`src/rtl/unidade_controle_rodadas.sv`:
```
// Round-control FSM for a memory-sequence game.
// Optional play timer enabled by UNIDADE_CONTROLE_TIMEOUT_EN.
module unidade_controle_rodadas #(
  parameter int ADDR_W     = 4,
  parameter int LAST_ROUND = 15,
  parameter int TIMEOUT    = 5000
) (
  input  logic              clock,
  input  logic              reset,
  input  logic              iniciar,
  input  logic              tem_jogada,
  input  logic              jogadaIgualMemoria,
  output logic              zeraR,
  output logic              registraR,
  output logic [ADDR_W-1:0] endereco,
  output logic [ADDR_W-1:0] rodada,
  output logic              acertou,
  output logic              errou,
  output logic              timeout,
  output logic              pronto,
  output logic [3:0]        db_estado
);

  if (TIMEOUT < 1 || LAST_ROUND < 0 ||
      LAST_ROUND >= 2**ADDR_W) begin : g_bad_param
    $error("unidade_controle_rodadas: illegal parameters");
  end

  typedef enum logic [3:0] {
    INICIAL        = 4'h0,
    PREPARACAO     = 4'h1,
    INICIA_RODADA  = 4'h2,
    ESPERA_JOGADA  = 4'h3,
    REGISTRA       = 4'h4,
    COMPARACAO     = 4'h5,
    PROXIMO        = 4'h6,
    ULTIMA_RODADA  = 4'h7,
    PROXIMA_RODADA = 4'h8,
    FINAL_ACERTO   = 4'hA,
    FINAL_TIMEOUT  = 4'hD,
    FINAL_ERRO     = 4'hE
  } estado_t;

  estado_t estado, prox;

  logic zera_end, inc_end;
  logic zera_rod, inc_rod;
  logic expirou;

  always_ff @(posedge clock or negedge reset) begin
    if (!reset) estado <= INICIAL;
    else        estado <= prox;
  end

  always_ff @(posedge clock or negedge reset) begin
    if (!reset) begin
      endereco <= '0;
      rodada   <= '0;
    end else begin
      if (zera_end)     endereco <= '0;
      else if (inc_end) endereco <= endereco + ADDR_W'(1);
      if (zera_rod)     rodada <= '0;
      else if (inc_rod) rodada <= rodada + ADDR_W'(1);
    end
  end

`ifdef UNIDADE_CONTROLE_TIMEOUT_EN
  localparam int TW = (TIMEOUT > 1) ? $clog2(TIMEOUT) : 1;

  logic [TW-1:0] timer;

  assign expirou = (timer == TW'(TIMEOUT - 1));

  // Restarts from zero on every entry into espera_jogada.
  always_ff @(posedge clock or negedge reset) begin
    if (!reset)
      timer <= '0;
    else if (estado == ESPERA_JOGADA &&
             prox == ESPERA_JOGADA)
      timer <= timer + TW'(1);
    else
      timer <= '0;
  end
`else
  assign expirou = 1'b0;
`endif

  always_comb begin
    prox      = estado;
    zera_end  = 1'b0;
    inc_end   = 1'b0;
    zera_rod  = 1'b0;
    inc_rod   = 1'b0;
    zeraR     = 1'b0;
    registraR = 1'b0;
    acertou   = 1'b0;
    errou     = 1'b0;
    timeout   = 1'b0;
    pronto    = 1'b0;
    db_estado = estado;
    case (estado)
      INICIAL: begin
        zeraR = 1'b1;
        if (iniciar) prox = PREPARACAO;
      end
      PREPARACAO: begin
        zeraR    = 1'b1;
        zera_end = 1'b1;
        zera_rod = 1'b1;
        prox     = ESPERA_JOGADA;
      end
      INICIA_RODADA: begin
        zera_end = 1'b1;
        prox     = ESPERA_JOGADA;
      end
      ESPERA_JOGADA: begin
        if (tem_jogada)   prox = REGISTRA;
        else if (expirou) prox = FINAL_TIMEOUT;
      end
      REGISTRA: begin
        registraR = 1'b1;
        prox      = COMPARACAO;
      end
      COMPARACAO: begin
        if (!jogadaIgualMemoria)   prox = FINAL_ERRO;
        else if (endereco == rodada) prox = ULTIMA_RODADA;
        else                       prox = PROXIMO;
      end
      PROXIMO: begin
        inc_end = 1'b1;
        prox    = ESPERA_JOGADA;
      end
      ULTIMA_RODADA: begin
        if (rodada == ADDR_W'(LAST_ROUND))
          prox = FINAL_ACERTO;
        else
          prox = PROXIMA_RODADA;
      end
      PROXIMA_RODADA: begin
        inc_rod = 1'b1;
        prox    = INICIA_RODADA;
      end
      FINAL_ACERTO: begin
        acertou = 1'b1;
        pronto  = 1'b1;
        if (iniciar) prox = PREPARACAO;
      end
      FINAL_ERRO: begin
        errou  = 1'b1;
        pronto = 1'b1;
        if (iniciar) prox = PREPARACAO;
      end
      FINAL_TIMEOUT: begin
`ifdef UNIDADE_CONTROLE_TIMEOUT_EN
        timeout = 1'b1;
`endif
        pronto = 1'b1;
        if (iniciar) prox = PREPARACAO;
      end
      default: begin
        db_estado = 4'hF;
        prox      = INICIAL;
      end
    endcase
  end

endmodule

```
`config.mk`:
```
export PLATFORM = sky130hd
export DESIGN_NAME = unidade_controle_rodadas
export DESIGN_NICKNAME = d
export VERILOG_FILES = /design/src/rtl/unidade_controle_rodadas.sv
export SDC_FILE = /design/constraint.sdc
export NUM_CORES = 1
export LEC_CHECK = 0
export CAP_MARGIN = 15
export CORE_AREA = 2 2 50 52
export CTS_CLUSTER_DIAMETER = 120
export DETAILED_ROUTE_END_ITERATION = 6
export DIE_AREA = 0 0 52 54
export GPL_ROUTABILITY_DRIVEN = 0
export PLACE_DENSITY = 0.71
export SYNTH_ARGS = -nofsm -noshare
export SYNTH_HDL_FRONTEND = slang
export SYNTH_SLANG_ARGS = --single-unit
export TNS_END_PERCENT = 30
```
`constraint.sdc`:
```
create_clock -name clock -period 1.85 [get_ports clock]
set_input_delay 0.185 -clock clock [delete_from_list [all_inputs] [get_ports clock]]
set_output_delay 0.185 -clock clock [all_outputs]
set_load 0.02 [all_outputs]
```
==> key figures, run 1 <==
STA
  • Final Worst Setup Slack: 0.125 ns
  • Final TNS setup: 0 ns
  • Max Slew Vio Count: 0
  • Period utilisation layout: 0.933
  • Fin Hold WS: 0.269 ns
  • RSZ-0062 raised after global routing: no
  • Headroom to the max-slew limit: 0.622
  • Fin. Hold Viols: 0
  • Fin crit period: 1.73 ns
  • Worst-margin pin slew: 0.565 ns
  • Max Fclk: 580 MHz
  • Max Clock Skew: 0.00492 ns
  • # setup viols final: 0

Critical path
  • FF-to-FF path depth: 5
  • Startpoint types: flop
  • Worst setup startpoint: estado[1]
  • Reg2reg start: estado[0]
  • Setup Crit Path Kind: flop to primary output
  • Reg-to-reg critical path endpoint: estado[0]
  • Worst Path Required: 1.66 ns
  • Levels on crit path: 3
  • Crit path max-delay cell type: dfrtp_1
  • Crit-path cells: inv_1 -> nor4_1 -> dlygate4sd2_1
  • Worst EP arrival: 1.54 ns
  • WP buf/inv: 2
  • Crit path to: acertou
  • Delay-heaviest family, CP: buffers and inverters
  • Flop2flop setup slack: 0.25 ns
  • Crit path capture type: primary output
  • Slowest stage delay, CP: 0.43 ns
  • CP Max Fanout: 6

Drt
  • Post-route ant nets: 0
  • DR vias/cell: 5.76
  • DR vias: 979
  • Number of DRC markers in iteration 0: 20
  • Drt total wl: 2.47 mm
  • TritonRoute pass-1 iters: 4
  • DRC viols: 0
  • Wire per inst: 14.5 um

Min path
  • Worst hold path type: input port to asynchronous set/reset pin

Die
  • Chip height: 54 um
  • Die width: 52 um
  • Die ar.: 0.00281 mm^2
  • Core Box Area: 0.00232 mm^2
  • Initial Util: 0.420
  • Rows: 18
  • Top Ports: 23

Yosys
  • Part of the Yosys area used for sequential elements: 0.308
  • Post-Synthesis Cell Area: 975 um^2
  • Avg Inst Size Synth: 8.19 um^2
  • Post-synthesis mux area share: 0.0103
  • Simple-gate area share of the yosys netlist: 0.234
  • Post-Synth XOR/XNOR Area: 0.0449
  • Synthesis Warnings: 0
  • Area share of fa/ha/maj cells after synthesis: 0.0257
  • Yosys cell types: 39
  • Synth Net Count: 126
  • Post-Syn Instances: 119
  • Ys async rst share: 1.00
  • #FFs+latches synth: 12
  • Post-synthesis compound-gate area fraction: 0.258
  • Largest family of logic cells by synthesized area: compound AO/OA/AOI/OAI gates
  • Number of enable flip-flop cells after synthesis: 0
  • Ys flop type: dfrtp_1

Layout
  • Share of cells above drive strength 1: 0.143
  • Post-route cell area: 0.00123 mm^2
  • Nets: 149
  • P&R area growth vs syn: 25.8%
  • # diodes: 0

GRT
  • Vias in the first global route: 882
  • Grt ovf: 0
  • Initial antenna violation count: 0
  • First-pass GRT wire length: 4.02 mm
  • Largest net degree at the start of global routing: 16
  • GRT Total Usage: 0.197

Place
  • Worst slack, placed: 0.129 ns
  • Port bufs: 21
  • Placement Cell Area: 0.00120 mm^2
  • Dpl hpwl: 1.83 mm

Power
  • LEAKAGE: 0.596 nW
  • PwrDens: 1450 mW/mm^2
  • Final Power: 1.78 mW
  • Peak supply drop: 0.751 mV

Clock network
  • Postcts setup bufs: 0
  • Worst-skew pair later-pin latency: 0.27 ns
  • Sink Count: 12
  • CTS Buffer Depth: 2
  • CTS tree: done
  • Num CTS Buffers: 3
  • Root Driver: clkbuf_4
  • Max H-tree Level: 1
  • Clock-pin slew on the worst setup and hold paths: 0.08 ns

Run
  • Max cap viols: 0

Outcome
  • Status: finished clean
[cell type report]
cell class                      count  area [um^2]
Multi-Input combinational cell     89          562
Tap cell                           30         37.5
Fill cell                         221         1090
Clock buffer                        3         22.5
Timing Repair Buffer               31          283
Inverter                            5         18.8
Sequential cell                    12          303
[synth_stat cells, types with 2 or more instances]
cell type,n,area share
a21oi_1,10,0.051
nor3_1,2,0.010
o21ai_1,3,0.015
buf_6,4,0.046
o32ai_1,2,0.018
o21ai_0,13,0.067
buf_2,6,0.031
nand2_1,10,0.039
nor2_1,7,0.027
xor2_1,5,0.045
nand3_1,2,0.010
nand2b_4,2,0.028
dfrtp_1,12,0.31
o32a_1,2,0.021
and3_1,4,0.026
buf_4,2,0.015
inv_1,5,0.019
a21o_1,3,0.023
ha_1,2,0.026
nor4_1,4,0.026
[where the power goes]
part | leakage, nW | internal (mW) | switching, mW
registers | 0.156 | 0.334 | 0.134
logic | 0.426 | 0.515 | 0.636
clock network | 0.0138 | 0.0754 | 0.0888
[metrics by stage]
step | std cells | util
after global placement | 167 | 0.519
after floorplan | 119 | -
after global routing | 170 | 0.529
after detailed placement | 167 | 0.519
final | 170 | 0.529
after CTS | 170 | 0.526
[worst min path at each step]
stage               from          end  slack [ns]
3_3_place_gp   estado[1]    estado[1]        0.56
6_report           reset    rodada[0]        0.27
5_1_grt            reset    estado[0]        0.32
4_1_cts            reset    estado[0]        0.29
2_1_floorplan      reset  endereco[0]       -0.11
3_5_place_dp   estado[1]    estado[1]        0.57
[sequential cells by signal, summed over array words and instances (netlist names)]
name      count
endereco      4
estado        4
rodada        4
[logic make-up (layout without fill, tap and decap cells)]
kind of cell             count (synthesis)  after routing
AND/OR/NAND/NOR                         39             39
multiplexers                             1              1
AO/OA/AOI/OAI                           41             41
buffers and inverters                   18             39
adder cells (fa/ha/maj)                  2              2
other                                    1              1
flip-flops                              12             12
XOR/XNOR                                 5              5
[repair_timing]
item / in CTS / in global routing
pin swaps: 0 / 0
hold buffers: 0 / 0
setup endpoints to repair: 8 / 2
resized for setup: 8 / 2
endpoints found under the hold margin: 0 / 0
[cell usage in the layout (no fill, tap or decap), types with 2 or more instances in the layout]
cell type	instances
dlymetal6s2s_1	2
inv_1	5
nand2_1	10
dlygate4sd2_1	6
nor2_1	7
and3_1	4
o21ai_1	3
xor2_1	5
o32ai_1	2
dfrtp_2	2
nand2b_4	2
o21ai_0	13
a21o_1	3
nor3_1	2
dfrtp_1	10
o32a_1	2
a21oi_1	10
nor4_1	4
buf_4	10
ha_1	2
nand3_1	2
clkdlybuf4s50_1	13
clkbuf_4	3
[per-layer routing]
layer	vias up	GRT usage	part of all wire
met2	34	0.306	0.50
li1	467	-	-
met5	-	0	0
met3	4	0.0194	0.050
met1	474	0.274	0.44
met4	0	0.0965	0.014
(Power assumes the default switching activity.)
==> inputs of run 2 (changes only) <==
--- a/config.mk
+++ b/config.mk
@@ -12,6 +12,8 @@
 export DIE_AREA = 0 0 52 54
 export GPL_ROUTABILITY_DRIVEN = 0
 export PLACE_DENSITY = 0.71
+export REMOVE_ABC_BUFFERS = 1
+export SETUP_SLACK_MARGIN = 0.4
 export SYNTH_ARGS = -nofsm -noshare
 export SYNTH_HDL_FRONTEND = slang
 export SYNTH_SLANG_ARGS = --single-unit
==> run 2 against run 1 <==
Sequential share of layout area down 1.1 points. Via count is 0.10% higher. Routed wire length increased by 4.0%. Setup slack better by 0.14 ns. Utilization grew 2.6 points. Largest cell class unchanged. Largest power group unchanged.
==> key figures, run 2 (same netlist as run 1, synthesis figures left out) <==
Outcome
  • Status: finished clean

Power
  • Int Pwr: 1.03 mW (+12%)
  • Peak supply drop: 0.873 mV (+16%)
  • LEAKAGE: 0.644 nW (+8.1%)
  • Sw frac: 0.467 (-0.0146)
  • Sequential power share: 0.240 (-0.022)
  • Gate power share: 0.676 (+0.030)
  • P_sw: 905 uW (+5.3%)
  • PwrDens: 1510 mW/mm^2 (+3.5%)
  • Clock power frac: 0.083 (-0.009)

Clock network
  • Root Driver: clkbuf_4
  • Hold_buf cts: 0 (unchanged)
  • Worst-skew pair later-pin latency: 0.27 ns (about the same)
  • Max H-tree Level: 1 (unchanged)
  • Num CTS Buffers: 3 (unchanged)
  • CTS tree: done
  • Sink Count: 12 (unchanged)
  • Clock-pin slew on the worst setup and hold paths: 0.08 ns (about the same)
  • CTS Buffer Depth: 2 (unchanged)

Drt
  • Wire per inst: 14.4 um (-0.71%)
  • Max layer used: met4
  • TritonRoute pass-1 iters: 4 (unchanged)
  • Met3 WL: 129 um (+4.0%)
  • DR vias: 980 (+0.10%)
  • Number of DRC markers in iteration 0: 29 (+45%)
  • Post-route ant nets: 0 (unchanged)
  • Met2 wire len: 1.27 mm (+3.4%)
  • DRC viols: 0 (unchanged)
  • DR vias/cell: 5.51 (-4.4%)
  • Metal-1 WL: 1.17 mm (+7.5%)
  • Drt total wl: 2.57 mm (+4.0%)

Critical path
  • Worst Path Required: 1.66 ns (about the same)
  • Setup Crit Path Kind: flop to primary output
  • Crit-path cells: clkdlybuf4s50_1
  • Crit path max-delay cell type: clkdlybuf4s50_1
  • CP Max Fanout: 6 (unchanged)
  • Delay-heaviest family, CP: buffers and inverters
  • Crit path capture type: primary output
  • WP buf/inv: 1 (-1)
  • Worst EP arrival: 1.40 ns (-0.14 ns)
  • Slowest stage delay, CP: 0.65 ns (+0.22 ns)
  • Startpoint types: flop

Layout
  • Commonest non-fill, non-tap cell in the layout: buf_4
  • Post-route cell area: 0.00129 mm^2 (+4.9%)
  • Top Registers: endereco (4), estado (4), rodada (4)
  • P&R area growth vs syn: 32.0%
  • Nets: 157 (+5.4%)
  • Most frequent cells in the layout: buf_4 (19), o21ai_0 (13), nand2_1 (10), a21oi_1 (10), clkdlybuf4s50_1 (10)
  • Share of cells above drive strength 1: 0.264 (+0.121)
  • # diodes: 0 (unchanged)

GRT
  • GRT Total Usage: 0.192 (-0.00578)
  • Grt ovf: 0 (unchanged)
  • First-pass GRT wire length: 4.00 mm (-0.67%)
  • Initial antenna violation count: 0 (unchanged)
  • Vias in the first global route: 845 (-4.2%)
  • Largest net degree at the start of global routing: 23 (+7)

Die
  • Top Ports: 23 (unchanged)
  • Die ar.: 0.00281 mm^2 (unchanged)
  • Initial Util: 0.420 (unchanged)
  • Core Box Area: 0.00232 mm^2 (unchanged)
  • Die width: 52 um (unchanged)
  • Rows: 18 (unchanged)
  • Chip height: 54 um (unchanged)

STA
  • Fin. Hold Viols: 0 (unchanged)
  • Max Slew Vio Count: 0 (unchanged)
  • Period utilisation layout: 0.855 (-0.0773)
  • Fin crit period: 1.58 ns (-0.143 ns)
  • Headroom to the max-slew limit: 0.623 (+0.000769)
  • Final TNS setup: 0 ns (unchanged)
  • Max Clock Skew: 0.00707 ns (+0.00215 ns)
  • Max Fclk: 632 MHz (+9.0%)
  • # setup viols final: 0 (unchanged)
  • Fin Hold WS: 0.268 ns (-0.00107 ns)
  • RSZ-0062 raised after global routing: yes
  • Worst-margin pin slew: 0.564 ns (-0.00115 ns)

Place
  • Placement Cell Area: 0.00119 mm^2 (-1.2%)
  • Port bufs: 21 (unchanged)
  • Dpl hpwl: 1.69 mm (-7.6%)

Run
  • Max cap viols: 0 (unchanged)

Min path
  • Worst hold path type: input port to asynchronous set/reset pin
[run 2: repair_timing]
action	4_1_cts	5_1_grt
pin swaps	2	1
endpoints found under the hold margin	0	0
endpoints found under the setup margin	18	20
setup buffers	7	3
resized for setup	31	14
[run 2: path summary, 6_finish.rpt]
path	start	end	slack, ns	depth (start not counted)
min in group clock	endereco[3]	endereco[3]	0.62	2
worst max register to register	estado[2]	estado[0]	0.33	5
worst max-delay path	endereco[0]	endereco[0]	0.27	1
worst min register to register	endereco[3]	endereco[3]	0.62	2
worst min-delay path	reset	estado[3]	0.27	1
max in group asynchronous	reset	estado[0]	1.17	1
[run 2: stage by stage]
step	total power, mW	util	instances	setup slack (ns)
final	1.94	0.554	178	0.268
after global routing	2.07	0.554	178	0.231
after global placement	1.58	0.512	165	0.139
after detailed placement	1.60	0.512	165	0.121
after CTS	1.86	0.546	175	0.229
after floorplan	1.12	-	106	-0.0580
[run 2: power by group through the flow]
stage	Sequential (mW)	Combinational, mW	Clock, mW
after detailed placement	0.476	1.12	0
after global routing	0.477	1.42	0.179
after floorplan	0.562	0.559	0
after CTS	0.459	1.23	0.170
final	0.466	1.31	0.162
after global placement	0.468	1.11	0
[run 2: per-layer routing]
metal	GRT usage	up-vias
met5	0	-
met4	0.0132	0
met3	0.0500	2
met2	0.333	32
met1	0.249	463
li1	-	483
[run 2: layout make-up]
class	count	area [um^2]
Fill cell	204	1030
Multi-Input combinational cell	89	569
Timing Repair Buffer	39	334
Sequential cell	12	304
Tap cell	30	37.5
Clock buffer	3	22.5
Inverter	5	18.8
